**src/rtl/fabscalar_exec_pkg.sv**
```systemverilog
// Shared execution-pipe definitions: flag bit positions, packet layout, stage limit.
package fabscalar_exec_pkg;

  localparam int unsigned FLAG_EXECUTED   = 2;
  localparam int unsigned FLAG_EXCEPTION  = 1;
  localparam int unsigned FLAG_MISPREDICT = 0;

  // Deepest pipe the multiply/divide model supports
  localparam int unsigned MAX_LATENCY = 8;

  localparam int unsigned DEF_SIZE_DATA          = 32;
  localparam int unsigned DEF_SIZE_PHYSICAL_LOG  = 7;
  localparam int unsigned DEF_SIZE_ACTIVELIST_LOG = 7;
  localparam int unsigned DEF_EXECUTION_FLAGS    = 6;

  typedef struct packed {
    logic [2*DEF_SIZE_DATA-1:0]         result;
    logic [DEF_EXECUTION_FLAGS-1:0]     flags;
    logic [DEF_SIZE_PHYSICAL_LOG-1:0]   phyDest;
    logic [DEF_SIZE_ACTIVELIST_LOG-1:0] alId;
  } exec_pkt_t;

endpackage

```
**src/rtl/complex_pipe_stage.sv**
```systemverilog
// One pipeline slot: valid bit plus payload, loaded on enable, valid cleared on flush.
module complex_pipe_stage #(
  parameter int unsigned WIDTH = 1
) (
  input  logic             clk,
  input  logic             reset,
  input  logic             load,
  input  logic             clear,
  input  logic             valid_d,
  input  logic [WIDTH-1:0] data_d,
  output logic             valid_q,
  output logic [WIDTH-1:0] data_q
);

  // Valid bit: flush wins over load so an entering packet is also dropped
  always_ff @(posedge clk or posedge reset) begin
    if (reset) begin
      valid_q <= 1'b0;
    end else if (clear) begin
      valid_q <= 1'b0;
    end else if (load) begin
      valid_q <= valid_d;
    end
  end

  // Payload: content is irrelevant once the valid bit is cleared
  always_ff @(posedge clk or posedge reset) begin
    if (reset) begin
      data_q <= '0;
    end else if (load) begin
      data_q <= data_d;
    end
  end

endmodule

```
**src/rtl/complex_exec_pipe.sv**
```systemverilog
// Fixed-latency delay line after the Complex ALU with writeback stall and flush.
module complex_exec_pipe
  import fabscalar_exec_pkg::*;
#(
  parameter int unsigned LATENCY             = 4,
  parameter int unsigned SIZE_DATA           = DEF_SIZE_DATA,
  parameter int unsigned SIZE_PHYSICAL_LOG   = DEF_SIZE_PHYSICAL_LOG,
  parameter int unsigned SIZE_ACTIVELIST_LOG = DEF_SIZE_ACTIVELIST_LOG,
  parameter int unsigned EXECUTION_FLAGS     = DEF_EXECUTION_FLAGS
) (
  input  logic                           clk,
  input  logic                           reset,
  input  logic                           valid_i,
  input  logic [2*SIZE_DATA-1:0]         result_i,
  input  logic [EXECUTION_FLAGS-1:0]     flags_i,
  input  logic [SIZE_PHYSICAL_LOG-1:0]   phyDest_i,
  input  logic [SIZE_ACTIVELIST_LOG-1:0] alId_i,
  output logic                           ready_o,
  input  logic                           recoverFlag_i,
  input  logic                           wbGrant_i,
  output logic                           valid_o,
  output logic [2*SIZE_DATA-1:0]         result_o,
  output logic [EXECUTION_FLAGS-1:0]     flags_o,
  output logic [SIZE_PHYSICAL_LOG-1:0]   phyDest_o,
  output logic [SIZE_ACTIVELIST_LOG-1:0] alId_o,
  output logic [$clog2(LATENCY+1)-1:0]   inFlight_o
);

  localparam int unsigned STAGES = (LATENCY == 0) ? 1 :
                                   ((LATENCY > MAX_LATENCY) ? MAX_LATENCY : LATENCY);
  localparam int unsigned CNT_W  = $clog2(LATENCY+1);
  localparam int unsigned PKT_W  = 2*SIZE_DATA + EXECUTION_FLAGS +
                                   SIZE_PHYSICAL_LOG + SIZE_ACTIVELIST_LOG;

  logic             advance;
  logic             accepted;
  logic             consumed;
  logic [PKT_W-1:0] in_data;
  logic             stage_valid [STAGES];
  logic [PKT_W-1:0] stage_data  [STAGES];
  logic             link_valid  [STAGES];
  logic [PKT_W-1:0] link_data   [STAGES];

  // The whole line shifts unless a valid output is being refused
  assign advance  = !valid_o || wbGrant_i;
  assign ready_o  = advance;
  assign accepted = valid_i && advance;
  assign consumed = valid_o && wbGrant_i;
  assign in_data  = {result_i, flags_i, phyDest_i, alId_i};

  // Stage chain: stage 0 takes the input packet, every later stage its predecessor
  for (genvar k = 0; k < STAGES; k++) begin : g_stage
    if (k == 0) begin : g_head
      assign link_valid[k] = valid_i;
      assign link_data[k]  = in_data;
    end else begin : g_body
      assign link_valid[k] = stage_valid[k-1];
      assign link_data[k]  = stage_data[k-1];
    end

    complex_pipe_stage #(
      .WIDTH(PKT_W)
    ) u_stage (
      .clk    (clk),
      .reset  (reset),
      .load   (advance),
      .clear  (recoverFlag_i),
      .valid_d(link_valid[k]),
      .data_d (link_data[k]),
      .valid_q(stage_valid[k]),
      .data_q (stage_data[k])
    );
  end

  // Outputs come straight from the last stage's flops
  assign valid_o = stage_valid[STAGES-1];
  assign {result_o, flags_o, phyDest_o, alId_o} = stage_data[STAGES-1];

  // Occupancy: +1 per accept, -1 per consume, zeroed by flush
  always_ff @(posedge clk or posedge reset) begin
    if (reset) begin
      inFlight_o <= '0;
    end else if (recoverFlag_i) begin
      inFlight_o <= '0;
    end else if (accepted && !consumed) begin
      inFlight_o <= inFlight_o + CNT_W'(1);
    end else if (consumed && !accepted) begin
      inFlight_o <= inFlight_o - CNT_W'(1);
    end
  end

endmodule

```
**config.mk**
```make
export PLATFORM = sky130hd
export DESIGN_NAME = complex_exec_pipe
export DESIGN_NICKNAME = d
export VERILOG_FILES = /design/src/rtl/fabscalar_exec_pkg.sv /design/src/rtl/complex_pipe_stage.sv /design/src/rtl/complex_exec_pipe.sv
export SDC_FILE = /design/constraint.sdc
export NUM_CORES = 1
export LEC_CHECK = 0
export ABC_AREA = 0
export CORE_ASPECT_RATIO = 0.6
export CORE_MARGIN = 4
export CORE_UTILIZATION = 35
export DETAILED_ROUTE_END_ITERATION = 16
export GPL_TIMING_DRIVEN = 1
export PLACE_DENSITY = 0.57
export REMOVE_ABC_BUFFERS = 1
export SLEW_MARGIN = 10
export SYNTH_ARGS = -nofsm -noshare
export SYNTH_HDL_FRONTEND = slang
export SYNTH_SLANG_ARGS = --single-unit
```
**constraint.sdc**
```tcl
create_clock -name clk -period 16.2 [get_ports clk]
set_clock_uncertainty 0.2 [all_clocks]
set_input_delay 2.43 -clock clk [delete_from_list [all_inputs] [get_ports clk]]
set_output_delay 2.43 -clock clk [all_outputs]
set_load 0.01 [all_outputs]
```
Word-level counts from Yosys, hierarchy flattened
Index checks and enable logic that the tools add are counted.

Register bits: 343. Input bits: 89. Logic and storage cells: 32. Output and inout port bits: 89.

Reduce and logical (&&, ||, !) cells: 10. Add/sub/neg operators: 2. Multiplexer cells: 11.

Operators with widths (number): 3-bit two-way mux (3); 1-bit two-way mux (8); 1-bit logical AND (4); 3-bit by 1-bit adder with 3-bit output (second input constant) (1); 1-bit logical NOT (3); 3-bit nonzero test (1); 3-bit by 1-bit subtractor with 3-bit output (second input constant) (1); 2-bit nonzero test (1); 1-bit logical OR (1).

Depth between registers and ports, before layout
Depth in word-level cells: 8. Gate-level depth with buffers: 7. Depth with buffers taken out: 4.

By module
From an unflattened synthesis, not the netlist that was laid out.

Cell total of the unflattened synthesis: 745. Area total of the unflattened synthesis: 12893.6 µm².

By module, submodules not included: complex_pipe_stage (cells an instance 181, instances 4, area an instance 3169.3 µm²); complex_exec_pipe (cells an instance 21, instances 1, area an instance 216.5 µm²).

Worst setup path before layout
OpenSTA, ideal clock, no wires.

Path kind: input port to output port. Start: in wbGrant_i. End: out ready_o. Setup slack: 10707 ps. Buffers on the path: 2. Required time: 13570 ps. Data arrival time: 2863 ps. Stages: 4. Cells stage by stage: nor2b_2 > buf_6 > inv_4 > buf_2.

Cells in the longest elaborated chain, start to end: 1.

Ends and longest elaborated chain: start, declared (RTL line complex_exec_pipe.sv:20) `input logic wbGrant_i,`; 1-bit logical OR (RTL line complex_exec_pipe.sv:45) `assign advance = !valid_o || wbGrant_i;`; end, declared (RTL line complex_exec_pipe.sv:18) `output logic ready_o,`.

No other way between the ends.

Final worst setup path
Ends and elaborated chain as after synthesis.

==> flow_metrics.env <==
export IMPL_place_congestion=0.6976
export IMPL_whs_endpoint="g_stage[1].u_stage.data_q[56]"
export IMPL_drc=0
export IMPL_r2r_slack_ns=12.98
export IMPL_synth_edff_count=0
export IMPL_syn2layout_area_growth_pct=22.66
export IMPL_hold_violations=0
export IMPL_syn_avg_cell_area_sq_um=9.023
export IMPL_wl_mm=26.20
export IMPL_p_sw_frac=0.2349
export IMPL_crit_top_cell="clkdlybuf4s50_1"
export IMPL_drv_slew=0
export IMPL_ios=178
export IMPL_holdPathStages=2
export IMPL_clk_path_buf_depth=3
export IMPL_synth_distinct_cells=22
export IMPL_fin_tns_setup_ns=0
export IMPL_cts_reportedPaths_clkPinSlew_ns=0.06
export IMPL_seq_power_share=0.505
export IMPL_r2r_start="g_stage[3].u_stage.valid_q"
export IMPL_synthTopCellsByCount="1014 x nand2_1, 343 x dfrtp_1, 36 x buf_2"
export IMPL_multi_input_area_sq_mm=0.003950
export IMPL_fin_util=0.4395
export IMPL_worst_setup_path_end_kind="output pin"
export IMPL_max_freq_mhz=129.4
export IMPL_dieArea_sq_mm=0.04083
export IMPL_powerDensity_mw_per_mm2=116.8
export IMPL_rr_worst_depth=6
export IMPL_synth_area_leaders="dfrtp_1 65%, nand2_1 29%, buf_6 2.9%, buf_2 1.4%, buf_4 0.23%"
export IMPL_drv_cap=0
export IMPL_async_flop_share=1.000
export IMPL_syn_cell_area_sq_mm=0.01315
export IMPL_register_area_sq_mm=0.008583
export IMPL_start_util=0.3583
export IMPL_cts_hold_buf=0
export IMPL_critPathLaunchType="input port"
export IMPL_die_x_um=258.2
export IMPL_grt_usage=0.1301
export IMPL_die_y_um=158.1
export IMPL_hold_start="g_stage[0].u_stage.data_q[56]"
export IMPL_cts_tree="built"
export IMPL_slowest_stage="clkdlybuf4s50_1"
export IMPL_post_cts_setup_buffers=0
export IMPL_first_pass_iters=4
export IMPL_post_drt_wl_per_cell_um=12.30
export IMPL_io_buffers=177
export IMPL_clock_latency_ns=0.52
export IMPL_slowest_delay_ns=0.68
export IMPL_ctsResizeCount=0
export IMPL_ys_ff_latch=343
export IMPL_fill_cells=3663
export IMPL_yosys_area_top_type_share=0.6529
export IMPL_grt_max_degree=170
export IMPL_critPathBufInv=4
export IMPL_grt_ovfl_total=0
export IMPL_vias_per_cell=4.271
export IMPL_fin_crit_ns=7.729
export IMPL_path_class="input port to output pin"
export IMPL_num_vias=9097
export IMPL_grt_pass1_wl_mm=44.58
export IMPL_internal_power_uw=1441
export IMPL_synth_cells=1457
export IMPL_regToRegEndpoint="g_stage[0].u_stage.data_q[22]"
export IMPL_antenna_found_initial=1
export IMPL_cts_root_buf="clkbuf_16"
export IMPL_synth_most_common_cell="nand2_1"
export IMPL_status="complete, no violations"
export IMPL_yosysWarnings=0
export IMPL_slew_headroom=0.3081
export IMPL_htreeDepth=2
export IMPL_cp_required_ns=13.57
export IMPL_rsz0062_at_grt="no"
export IMPL_synth_seq_area_share=0.6529
export IMPL_fin_hold_ws_ns=0.2599
export IMPL_p_sw_uw=442.3
export IMPL_core_sq_mm=0.03669
export IMPL_worstHoldPathType="flip-flop to flip-flop"
export IMPL_period_share=0.4771
export IMPL_synth_top_area_cell="dfrtp_1"
export IMPL_cpLargestDelayFamily="buffers and inverters"
export IMPL_placement_rows=54
export IMPL_drive_gt1_frac=0.03813
export IMPL_clockPowerShare=0.413
export IMPL_numCtsBuffers=35
export IMPL_pwr_share_comb=0.082
export IMPL_grt_pass1_vias=9015
export IMPL_ir_drop_uv=80.08
export IMPL_finalPower_uw=1883
export IMPL_drtAntennaViolNets=0
export IMPL_dr_first_iter_drc_count=614
export IMPL_worst_slew_pin_slew_ns=1.038
export IMPL_arrival_ns=5.10
export IMPL_clkSinkCount=343
export IMPL_setup_violations=0
export IMPL_total_leakage_power_uw=0.008178
export IMPL_antenna_cells=0
export IMPL_dpl_hpwl_mm=15.47
export IMPL_cp_max_fo=169
export IMPL_nets=1694
export IMPL_path_cells="clkdlybuf4s50_1 > nor2b_4 > buf_4 > clkinv_8 > clkdlybuf4s50_1"
export IMPL_ys_flop_type="dfrtp_1"
[per-stage QoR]
step	cells	instance area [sq um]	setup WS, ns
CTS	2130	16130	8.444
detailed placement	2071	15040	8.456
finish	2130	16130	8.471
floorplan	1381	12550	0.5607
global route	2130	16130	8.280
global placement	2071	15040	8.456
[cell type report]
class                   instances  area share
clock buffers                  50     0.06161
multi-input cells            1034      0.2450
well taps                     504     0.03911
clock inverters                 9    0.005819
inverters                       4    0.002173
flip-flops and latches        343      0.5323
repair buffers                186      0.1141
[worst max path at each step]
stage / startpoint / depth (start not counted) / slack (ns) / to
2_1_floorplan: wbGrant_i / 2 / 0.56 / ready_o
3_3_place_gp: wbGrant_i / 5 / 8.46 / ready_o
3_5_place_dp: wbGrant_i / 5 / 8.46 / ready_o
4_1_cts: wbGrant_i / 5 / 8.44 / ready_o
5_1_grt: wbGrant_i / 5 / 8.28 / ready_o
6_report: wbGrant_i / 5 / 8.47 / ready_o
[worst min-delay path, delay by kind of cell, from the launching register on]
kind / cells / cell delay (ns)
flip-flops: 1 / 0.34
AND/OR/NAND/NOR: 2 / 0.10
[per-layer routing]
layer / vias to the layer above / GRT usage / share of wire
met4: 2 / 0.03123 / 0.020
met5: - / 0 / 0.00050
li1: 4666 / - / -
met2: 136 / 0.2085 / 0.45
met3: 52 / 0.03677 / 0.054
met1: 4241 / 0.1774 / 0.48
[sequential cells by signal (all words and copies together), names as in the netlist]
register / count
inFlight_o: 3
g_stage.u_stage.valid_q: 4
g_stage.u_stage.data_q: 336
[power by group through the flow]
stage | clock, uW | sequential (uW) | combinational (uW)
global placement | 0 | 966 | 156
detailed placement | 0 | 968 | 160
global route | 844 | 959 | 177
floorplan | 0 | 970 | 70.9
CTS | 807 | 952 | 160
finish | 777 | 951 | 154
[cells in the final DEF, fill, tap and decap left out]
| cell | synthesis | final |
|---|---|---|
| mux2i_1 | 1 | 1 |
| clkinv_4 | 0 | 1 |
| mux2_2 | 1 | 1 |
| nor3b_1 | 1 | 1 |
| a21oi_1 | 3 | 3 |
| inv_1 | 3 | 2 |
| and2b_1 | 1 | 1 |
| nor3_1 | 1 | 1 |
| nor2b_4 | 0 | 1 |
| clkinv_2 | 0 | 3 |
| clkinv_8 | 0 | 2 |
| buf_4 | 4 | 9 |
| dfrtp_1 | 343 | 343 |
| and3b_1 | 1 | 1 |
| clkbuf_8 | 0 | 4 |
| clkbuf_1 | 1 | 10 |
| fa_1 | 1 | 1 |
| clkinvlp_4 | 0 | 2 |
| bufinv_16 | 0 | 1 |
| o21ai_0 | 1 | 1 |
| inv_6 | 0 | 1 |
| nand2_1 | 1014 | 1014 |
| clkbuf_16 | 0 | 36 |
| inv_8 | 0 | 1 |
| nor2_1 | 6 | 6 |
| nor2b_1 | 1 | 1 |
| clkdlybuf4s50_1 | 0 | 177 |
| mux2_1 | 1 | 1 |
[kinds of logic (layout without fill, tap and decap cells)]
logic type,Yosys count,after routing,share of synthesized area
AO/OA/AOI/OAI,4,4,0.001522
adder cells (fa/ha/maj),1,1,0.001523
buffers and inverters,80,249,0.04702
flip-flops,343,343,0.6529
multiplexers,3,3,0.002474
AND/OR/NAND/NOR,1026,1026,0.2946
Power figures use the tool's default switching activity.
